===== config.mk =====
export PLATFORM = sky130hd
export DESIGN_NAME = pc_sequencer
export DESIGN_NICKNAME = d
export VERILOG_FILES = /design/src/rtl/pc_sequencer_pkg.sv /design/src/rtl/pc_sequencer_prio_sel.sv /design/src/rtl/pc_sequencer.sv
export SDC_FILE = /design/constraint.sdc
export NUM_CORES = 1
export LEC_CHECK = 0
export CAP_MARGIN = 5
export CORE_MARGIN = 2
export CORE_UTILIZATION = 35
export DETAILED_ROUTE_END_ITERATION = 6
export GPL_TIMING_DRIVEN = 0
export PLACE_DENSITY = 0.64
export RECOVER_POWER = 50
export SETUP_SLACK_MARGIN = 0.2
export SKIP_CTS_REPAIR_TIMING = 1
export SLEW_MARGIN = 15
export SYNTH_ARGS = -nofsm -noshare
export SYNTH_HDL_FRONTEND = slang
export SYNTH_SLANG_ARGS = --single-unit

===== constraint.sdc =====
create_clock -name clk -period 6.4 [get_ports clk]
set_input_delay 1.28 -clock clk [delete_from_list [all_inputs] [get_ports clk]]
set_output_delay 1.28 -clock clk [all_outputs]
set_load 0.03 [all_outputs]

===== src/rtl/pc_sequencer_pkg.sv =====
// pc_sequencer_pkg: shared CPU constants and next-PC source encoding
package pc_sequencer_pkg;

    localparam logic [31:0] DEF_RESET_PC   = 32'h0000_3000;
    localparam logic [31:0] DEF_EXC_VECTOR = 32'h0000_4180;
    localparam logic [31:0] DEF_IMEM_BASE  = 32'h0000_3000;
    localparam logic [31:0] DEF_IMEM_SIZE  = 32'h0000_1000;

    typedef enum logic [2:0] {
        SRC_EXC,
        SRC_ERET,
        SRC_PEND,
        SRC_JR,
        SRC_JAL,
        SRC_BR,
        SRC_SEQ
    } next_src_e;

endpackage


===== src/rtl/pc_sequencer_prio_sel.sv =====
// pc_prio_sel: fixed-priority next-PC source select and target mux
module pc_prio_sel
    import pc_sequencer_pkg::*;
#(
    parameter int unsigned WIDTH = 32,
    parameter logic [WIDTH-1:0] EXC_VECTOR = WIDTH'(DEF_EXC_VECTOR)
) (
    input  logic             exc_req_i,
    input  logic             eret_req_i,
    input  logic             pend_i,
    input  logic             jr_take_i,
    input  logic             jal_take_i,
    input  logic             br_take_i,
    input  logic [WIDTH-1:0] epc_i,
    input  logic [WIDTH-1:0] pend_target_i,
    input  logic [WIDTH-1:0] jr_target_i,
    input  logic [WIDTH-1:0] jal_target_i,
    input  logic [WIDTH-1:0] br_target_i,
    input  logic [WIDTH-1:0] seq_pc_i,
    output next_src_e        sel_o,
    output logic [WIDTH-1:0] target_o
);

    // Highest-priority active source wins; sequential fetch is the fallback
    always_comb begin
        sel_o = exc_req_i  ? SRC_EXC  :
                eret_req_i ? SRC_ERET :
                pend_i     ? SRC_PEND :
                jr_take_i  ? SRC_JR   :
                jal_take_i ? SRC_JAL  :
                br_take_i  ? SRC_BR   : SRC_SEQ;
        target_o = exc_req_i  ? EXC_VECTOR    :
                   eret_req_i ? epc_i         :
                   pend_i     ? pend_target_i :
                   jr_take_i  ? jr_target_i   :
                   jal_take_i ? jal_target_i  :
                   br_take_i  ? br_target_i   : seq_pc_i;
    end

endmodule


===== src/rtl/pc_sequencer.sv =====
// pc_sequencer: fetch PC register with redirect priority and stall-time pending capture
module pc_sequencer
    import pc_sequencer_pkg::*;
#(
    parameter int unsigned WIDTH = 32,
    parameter logic [WIDTH-1:0] RESET_PC   = WIDTH'(DEF_RESET_PC),
    parameter logic [WIDTH-1:0] EXC_VECTOR = WIDTH'(DEF_EXC_VECTOR),
    parameter logic [WIDTH-1:0] IMEM_BASE  = WIDTH'(DEF_IMEM_BASE),
    parameter logic [WIDTH-1:0] IMEM_SIZE  = WIDTH'(DEF_IMEM_SIZE)
) (
    input  logic             clk,
    input  logic             reset_n,
    input  logic             stall_i,
    input  logic             br_take_i,
    input  logic [WIDTH-1:0] br_target_i,
    input  logic             jal_take_i,
    input  logic [WIDTH-1:0] jal_target_i,
    input  logic             jr_take_i,
    input  logic [WIDTH-1:0] jr_target_i,
    input  logic             exc_req_i,
    input  logic             eret_req_i,
    input  logic [WIDTH-1:0] epc_i,
    output logic [WIDTH-1:0] pc_o,
    output logic [WIDTH-1:0] pc_plus4_o,
    output logic             pend_o,
    output logic             adel_o
);

    localparam logic [WIDTH:0] IMEM_END = {1'b0, IMEM_BASE} + {1'b0, IMEM_SIZE};

    logic [WIDTH-1:0] pc_q, pc_d;
    logic [WIDTH-1:0] pend_tgt_q, pend_tgt_d;
    logic             pend_q, pend_d;
    logic [WIDTH-1:0] tgt;
    next_src_e        sel;

    assign pc_plus4_o = pc_q + WIDTH'(4);

    // The pending redirect is only eligible once the stall has dropped, so a
    // stalled cycle falls through to jr/jal/br and overwrites the pending slot.
    pc_prio_sel #(
        .WIDTH      (WIDTH),
        .EXC_VECTOR (EXC_VECTOR)
    ) u_prio_sel (
        .exc_req_i     (exc_req_i),
        .eret_req_i    (eret_req_i),
        .pend_i        (pend_q & ~stall_i),
        .jr_take_i     (jr_take_i),
        .jal_take_i    (jal_take_i),
        .br_take_i     (br_take_i),
        .epc_i         (epc_i),
        .pend_target_i (pend_tgt_q),
        .jr_target_i   (jr_target_i),
        .jal_target_i  (jal_target_i),
        .br_target_i   (br_target_i),
        .seq_pc_i      (pc_plus4_o),
        .sel_o         (sel),
        .target_o      (tgt)
    );

    // Exception/eret always load and flush; a stall holds PC and parks redirects
    always_comb begin
        pc_d       = pc_q;
        pend_d     = pend_q;
        pend_tgt_d = pend_tgt_q;
        if (sel == SRC_EXC || sel == SRC_ERET) begin
            pc_d       = tgt;
            pend_d     = 1'b0;
            pend_tgt_d = '0;
        end else if (stall_i) begin
            if (sel != SRC_SEQ) begin
                pend_d     = 1'b1;
                pend_tgt_d = tgt;
            end
        end else begin
            pc_d   = tgt;
            pend_d = 1'b0;
        end
    end

    // State registers with synchronous active-low reset
    always_ff @(posedge clk) begin
        if (!reset_n) begin
            pc_q       <= RESET_PC;
            pend_q     <= 1'b0;
            pend_tgt_q <= '0;
        end else begin
            pc_q       <= pc_d;
            pend_q     <= pend_d;
            pend_tgt_q <= pend_tgt_d;
        end
    end

    assign pc_o   = pc_q;
    assign pend_o = pend_q;
    assign adel_o = (pc_q[1:0] != 2'b00) || (pc_q < IMEM_BASE) || ({1'b0, pc_q} >= IMEM_END);

endmodule

Word level (Yosys, flattened, before mapping). Index checks and enable logic that the tools add are counted.

Add/subtract/negate cells: 1. $mul: 0. Divide/modulo/power cells: 0. Magnitude comparators: 2. Equality and inequality tests: 3. Shift operators: 0. Mux-type cells: 14. Bitwise logic cells: 3. Reductions and logical operators: 8.

Operators with widths (number): $mux 32 (8); $add 32x3->32 const B (1); $ge 32x15->1 const B (1); $lt 32x14->1 const B (1); $mux 3 (5); $eq 3x1->1 const B (1); $logic_not 3->1 (1); $logic_or 1x1->1 (3); $ne 3x3->1 const B (1); $reduce_or 3->1 (1); $mux 2 (1); $ne 2x1->1 const B (1); $not 1->1 (2); $reduce_and 2->1 (1); $reduce_bool 2->1 (1); $reduce_or 2->1 (1); $and 1x1->1 (1).

Bits in registers: 65. Latch bits: 0. Memory bits (writable): 0. Bits in read-only memories: 0. Output and inout port bits: 66. Logic and storage cells: 34. Memories kept: 0.

Longest topological paths before layout. Gate-level depths: netlist of the first run.

Word-level depth: 9. Depth in mapped cells: 9.

Hierarchy. From an unflattened synthesis of the first run, not the netlist that was laid out.

Cell total of the unflattened synthesis: 609. Area total of the unflattened synthesis: 4623.2 um^2.

By module, submodules not included: pc_sequencer (instances 1, cells an instance 372, area an instance 2940.3 um^2, seq. area each 1301.2 um^2); pc_prio_sel (instances 1, cells an instance 237, area an instance 1682.9 um^2, seq. area each 0.0 um^2).

Least setup slack after synthesis of the first run. OpenSTA, ideal clock, no wires.

Kind: register to output. Start point: register pc_q[10], in the netlist pc_o[10]. End point: output pc_plus4_o[29]. Data arrival time: 2.416 ns. Required time: 5.120 ns. Path slack: 2.704 ns. Cell stages (with the launch flop): 6. Cell sequence: dfxtp_1 > clkbuf_2 > nand2_2 > nor4_1 > nand3_1 > xnor2_1.

Longest elaborated chain between the ends: 1.

Ends and longest elaborated chain: start: declaration (RTL line pc_sequencer.sv:31) `logic [WIDTH-1:0] pc_q, pc_d;`; start signal: assignment (RTL line pc_sequencer.sv:88) `pc_q <= pc_d;`; $add 32x3->32 (RTL line pc_sequencer.sv:37) `assign pc_plus4_o = pc_q + WIDTH'(4);`; end: declaration (RTL line pc_sequencer.sv:24) `output logic [WIDTH-1:0] pc_plus4_o,`.

No other way between the ends.

Worst setup path in the final report of the first run.
Start point: register pc_q[2], in the netlist pc_o[2]. End point: output pc_plus4_o[30].

The elaborated chain is that of the path after synthesis.

==> results of run 1 <==
cells in the mapped netlist, types with 4 or more instances:
| library cell | instances |
|---|---|
| nand2b_1 | 15 |
| buf_1 | 6 |
| o221a_2 | 4 |
| mux2i_1 | 6 |
| o21ai_0 | 51 |
| a211oi_1 | 14 |
| o211ai_1 | 5 |
| dfxtp_1 | 65 |
| nand2_1 | 70 |
| a32o_1 | 6 |
| o22ai_1 | 20 |
| nand4_1 | 14 |
| o2111ai_1 | 5 |
| a31oi_1 | 11 |
| o21a_1 | 5 |
| o31ai_1 | 14 |
| nor2b_1 | 5 |
| a21oi_1 | 34 |
| inv_1 | 17 |
| o32ai_1 | 5 |
| nor4_1 | 12 |
| or3_1 | 6 |
| buf_4 | 4 |
| nor2_1 | 43 |
| and3_1 | 9 |
| nor3_1 | 22 |
| nand3_1 | 20 |
| or2_2 | 9 |
| o311ai_0 | 9 |
| xnor2_1 | 12 |
| clkbuf_8 | 4 |
| xor2_1 | 11 |
| clkbuf_1 | 44 |
| a32oi_1 | 9 |
| or4_1 | 7 |
| o221ai_1 | 10 |
path summary, 6_finish.rpt:
| path | startpoint | endpoint | slack, ns | cells past startpoint |
|---|---|---|---|---|
| max reg2reg | pc_o[2] | pc_o[16] | 3.47 | 6 |
| min reg2reg | pend_tgt_q[19] | pend_tgt_q[19] | 0.45 | 2 |
| max | pc_o[2] | pc_plus4_o[30] | 1.61 | 7 |
| min | pend_tgt_q[19] | pend_tgt_q[19] | 0.45 | 2 |
critical path, cell delays in order, from the launching register on:
cell and delay, ns:
dfxtp_1 0.46, ha_1 0.25, nand3_1 0.34, or4_1 0.60
clkbuf_1 0.27, nor3_1 0.29, xnor2_1 0.20, clkdlybuf4s50_1 0.73
final cells by class:
cell class | count | area, sq um | share of cell area
buffer | 64 | 313 | 0.0417
clock buffer | 13 | 250 | 0.0334
clock inverter | 3 | 40.0 | 0.00534
inverter | 18 | 67.6 | 0.00901
multi-input combinational | 524 | 3300 | 0.440
sequential | 65 | 1300 | 0.174
tap | 180 | 225 | 0.0300
timing repair buffer | 200 | 2000 | 0.267
power by group:
part           internal [mW]  switching (mW)
Sequential             0.423          0.0272
Clock                  0.311           0.197
Combinational          0.183           0.236
through the flow:
stage	power [mW]	worst slack [ns]	hold slack (ns)	utilization	cell area (sq um)
5_1_grt	1.42	1.51	0.466	0.540	7500
4_1_cts	1.37	1.66	0.451	0.540	7500
3_3_place_gp	0.872	1.77	0.441	0.518	7180
6_report	1.38	1.61	0.450	0.540	7500
3_5_place_dp	0.875	1.90	0.444	0.519	7210
2_1_floorplan	0.655	2.70	0.429	-	4970
flip-flops by register name (all words and copies together), names as in the netlist:
name and count:
pend_o 1, pend_tgt_q 32, pc_o 32
routing by layer:
metal / routed length, um / vias to the layer above / part of all wire
met5: 0 / - / 0
met4: 1150 / 0 / 0.042
met1: 11100 / 3209 / 0.40
met2: 12300 / 464 / 0.45
li1: - / 2997 / -
met3: 3030 / 77 / 0.11
kinds of logic (layout without fill, tap and decap cells):
logic type	after synthesis	count (layout)
simple gates	256	256
mux	9	9
fa+ha+maj	2	2
buf+inv	82	298
xor+xnor	23	23
compound gates	234	234
flops	65	65
==> impl_metrics.toml, run 1 <==
[run_status]
status = "finished clean"

[floorplanning]
ioPinCount = 202
initial_core_util = 0.358
fp-row-count = 43
core_area_sq_mm = 0.0139
die_w_um = 123
fp.dieH_um = 123
die_area_sq_mm = 0.0152

[sta]
relSlewSlack = 0.168
setup_viol = 0
tns_ns = 0
fmax_mhz = 209
hold_viol = 0
finalMaxSlewViolations = 0
fin_crit_ns = 4.79
final.setup_skew_ns = 0.00866
rsz0062_at_grt = "no"
tightest_slew_ns = 1.24
period_share = 0.748

[global_routing]
grt_pass1_wl_um = 39600
gr-max-usage-layer = "met2"
grt_overflow_total = 0
grt_use_met1 = 0.479
grt_use_met2 = 0.545
grt_start_max_net_pins = 11
grtUsageTotal = 0.362
antenna_found_initial = 0
met3_usage = 0.101
grt_pass1_vias = 6410

[logic_synthesis]
ys_top_cells_by_area = "dfxtp_1 26%, nand2_1 5.3%, o21ai_0 5.1%, a21oi_1 3.4%, clkbuf_1 3.3%"
netlist_area_sq_mm = 0.00497
synthArstFlopShare = 0
synth_compound_area_frac = 0.328
synth_edf_count = 0
yosysTopAreaCellShare = 0.262
synth.distinct_cells = 72
synthMuxAreaShare = 0.0189
synthAdderAreaFrac = 0.00504
ys_seq_area_frac = 0.262
synth-simple-area-share = 0.269
synth_flop_cell = "dfxtp_1"
synthCells = 671
synth_xor_area_frac = 0.0406
synth_fp_nets = 809
synth_area_leader_cell = "dfxtp_1"
synth_top_family_by_area = "compound AO/OA/AOI/OAI gates"
synth-seq-cells = 65
synth_warnings = 0
syn_avg_cell_area_sq_um = 7.40

[worst_setup_path]
crit_type = "flip-flop to output pin"
worstPathArrival_ns = 3.51
cp.required_ns = 5.12
end_kind = "output pin"
cp_max_fo = 7
cp-start-kind = "flip-flop"

[detailed_routing]
drtPass1Iterations = 5
drt-wirelength-per-cell_um = 25.9
vias_per_cell = 6.32
wirelength_um = 27600
drc = 0
antenna_left = 0
num_vias = 6747
drt_iter0_markers = 747

[cells_and_area]
area_growth_pct = 50.9
drive_above_1_share = 0.0620
final_cells = 1067
nNetsFinal = 1020
diodes = 0
mostFrequentLayoutCells = "154 x clkdlybuf4s50_1, 70 x nand2_1, 65 x dfxtp_1"
fill_cells = 1351
final_common_cell = "clkdlybuf4s50_1"

[power]
power_density_mw_per_mm2 = 184
leakagePower_nw = 2.71
ir_drop_uv = 123

[clock_tree]
cts_sinks = 65
clk_pin_slew_ns = 0.06
clkLatencyLatePin_ns = 0.35
tritoncts = "built"
clockBufferDepth = 2
htree_levels = 3
cts_buffers = 9
cts_root_buf = "clkbuf_16"

[place]
dp_cells = 1051
gp_congestion = 0.955
dp_hpwl_um = 20400
io_buffers = 199

[run]
max_cap_viol_count = 0

[min_path]
hold_class = "flip-flop to flip-flop"
(Power assumes the default switching activity.)
==> inputs of run 2 (changes only) <==
==> constraint.sdc (replaced) <==
create_clock -name clk -period 4.5 [get_ports clk]
set_input_delay 0.9 -clock clk [delete_from_list [all_inputs] [get_ports clk]]
set_output_delay 0.9 -clock clk [all_outputs]
set_load 0.03 [all_outputs]
==> impl_metrics.toml, run 2 (synthesis results as in run 1) <==
[sta]
tightest_slew_ns = 1.30
final.setup_skew_ns = 0.00847
relSlewSlack = 0.124
fin_crit_ns = 4.25
rsz0062_at_grt = "yes"
fmax_mhz = 235
period_share = 0.945
finalMaxSlewViolations = 0
hold_viol = 0
tns_ns = 0
layout_setup_ws_ns = 0.248
setup_viol = 0

[worst_setup_path]
worstPathArrival_ns = 3.35
worstRegToRegCells = 7
timing.critical_path.to = "pc_plus4_o[26]"
crit_type = "flip-flop to output pin"
r2r_setup_slack_ns = 1.61
cp.required_ns = 3.60
r2r_end = "pc_o[28]"
cp_max_fo = 7
worstReg2RegStart = "pend_o"
startpoint = "pc_o[2]"
end_kind = "output pin"
cp-start-kind = "flip-flop"

[min_path]
hold_class = "flip-flop to flip-flop"

[floorplanning]
ioPinCount = 202
fp.dieH_um = 123
initial_core_util = 0.358
die_area_sq_mm = 0.0152
die_w_um = 123
fp-row-count = 43
core_area_sq_mm = 0.0139

[global_routing]
grt_start_max_net_pins = 11
grt_pass1_vias = 6410
antenna_found_initial = 0
grt_pass1_wl_um = 39600
grt_overflow_total = 0
grtUsageTotal = 0.362

[power]
ir_drop_uv = 172
power_density_mw_per_mm2 = 261
leakagePower_nw = 2.72

[place]
io_buffers = 199
dp_cells = 1051
dp_slack_ns = 0.375
gp_congestion = 0.955
dp_hpwl_um = 20400

[detailed_routing]
num_vias = 6827
drt_iter0_markers = 800
drtPass1Iterations = 6
vias_per_cell = 6.40
antenna_left = 0
wirelength_um = 27700
drt-wirelength-per-cell_um = 26.0
drc = 0

[cells_and_area]
mostFrequentLayoutCells = "154 x clkdlybuf4s50_1, 70 x nand2_1, 65 x dfxtp_1"
nNetsFinal = 1020
drive_above_1_share = 0.0643
area_growth_pct = 51.2
final_common_cell = "clkdlybuf4s50_1"
diodes = 0
final_cells = 1067

[clock_tree]
clkLatencyLatePin_ns = 0.35
cts_root_buf = "clkbuf_16"
clockBufferDepth = 2
clk_pin_slew_ns = 0.06
cts_sinks = 65
htree_levels = 3
cts_buffers = 9
tritoncts = "built"

[run_status]
status = "finished clean"

[run]
max_cap_viol_count = 0
==> run 2: layout make-up <==
type	instances	area (sq um)
fill	1351	6370
multi-input combinational	524	3310
timing repair buffer	200	2000
sequential	65	1300
buffer	64	313
clock buffer	13	250
tap	180	225
inverter	18	67.6
clock inverter	3	40.0
==> run 2: where the power goes <==
part	leakage (nW)	internal (mW)	switching (mW)
sequential	0.531	0.602	0.0391
combinational	2.04	0.260	0.337
clock	0.144	0.443	0.276
total	2.72	1.31	0.653
==> run 2: routing by layer <==
metal  wire, um  GRT usage  up-vias
met3       3150      0.101       75
met5          0          0        -
li1           -          -     2995
met2      12400      0.545      479
met4       1030      0.164        0
met1      11100      0.479     3278
==> run 2: critical path: stages (launching register included) <==
cell and delay (ns):
dfxtp_1 0.45, ha_1 0.28, nand3_2 0.24, or4_1 0.56, clkbuf_1 0.27, o31a_1 0.32
or2_2 0.30, clkdlybuf4s50_1 0.59
==> run 2: how the worst min path moves through the flow <==
stage                                end            from  slack, ns  depth (start not counted)
final                     pend_tgt_q[19]  pend_tgt_q[19]       0.45                          2
after floorplan           pend_tgt_q[19]  pend_tgt_q[19]       0.43                          2
after CTS                 pend_tgt_q[19]  pend_tgt_q[19]       0.45                          2
after global placement    pend_tgt_q[19]  pend_tgt_q[19]       0.44                          2
after detailed placement  pend_tgt_q[19]  pend_tgt_q[19]       0.44                          2
after global routing      pend_tgt_q[19]  pend_tgt_q[19]       0.47                          2
==> run 2: stage by stage <==
step,hold WS (ns),utilization,area (sq um),power [mW]
global route,0.466,0.541,7510,2.02
floorplan,0.429,-,4970,0.932
finish,0.452,0.541,7510,1.96
detailed placement,0.444,0.519,7210,1.24
global placement,0.441,0.518,7180,1.24
CTS,0.451,0.540,7500,1.95
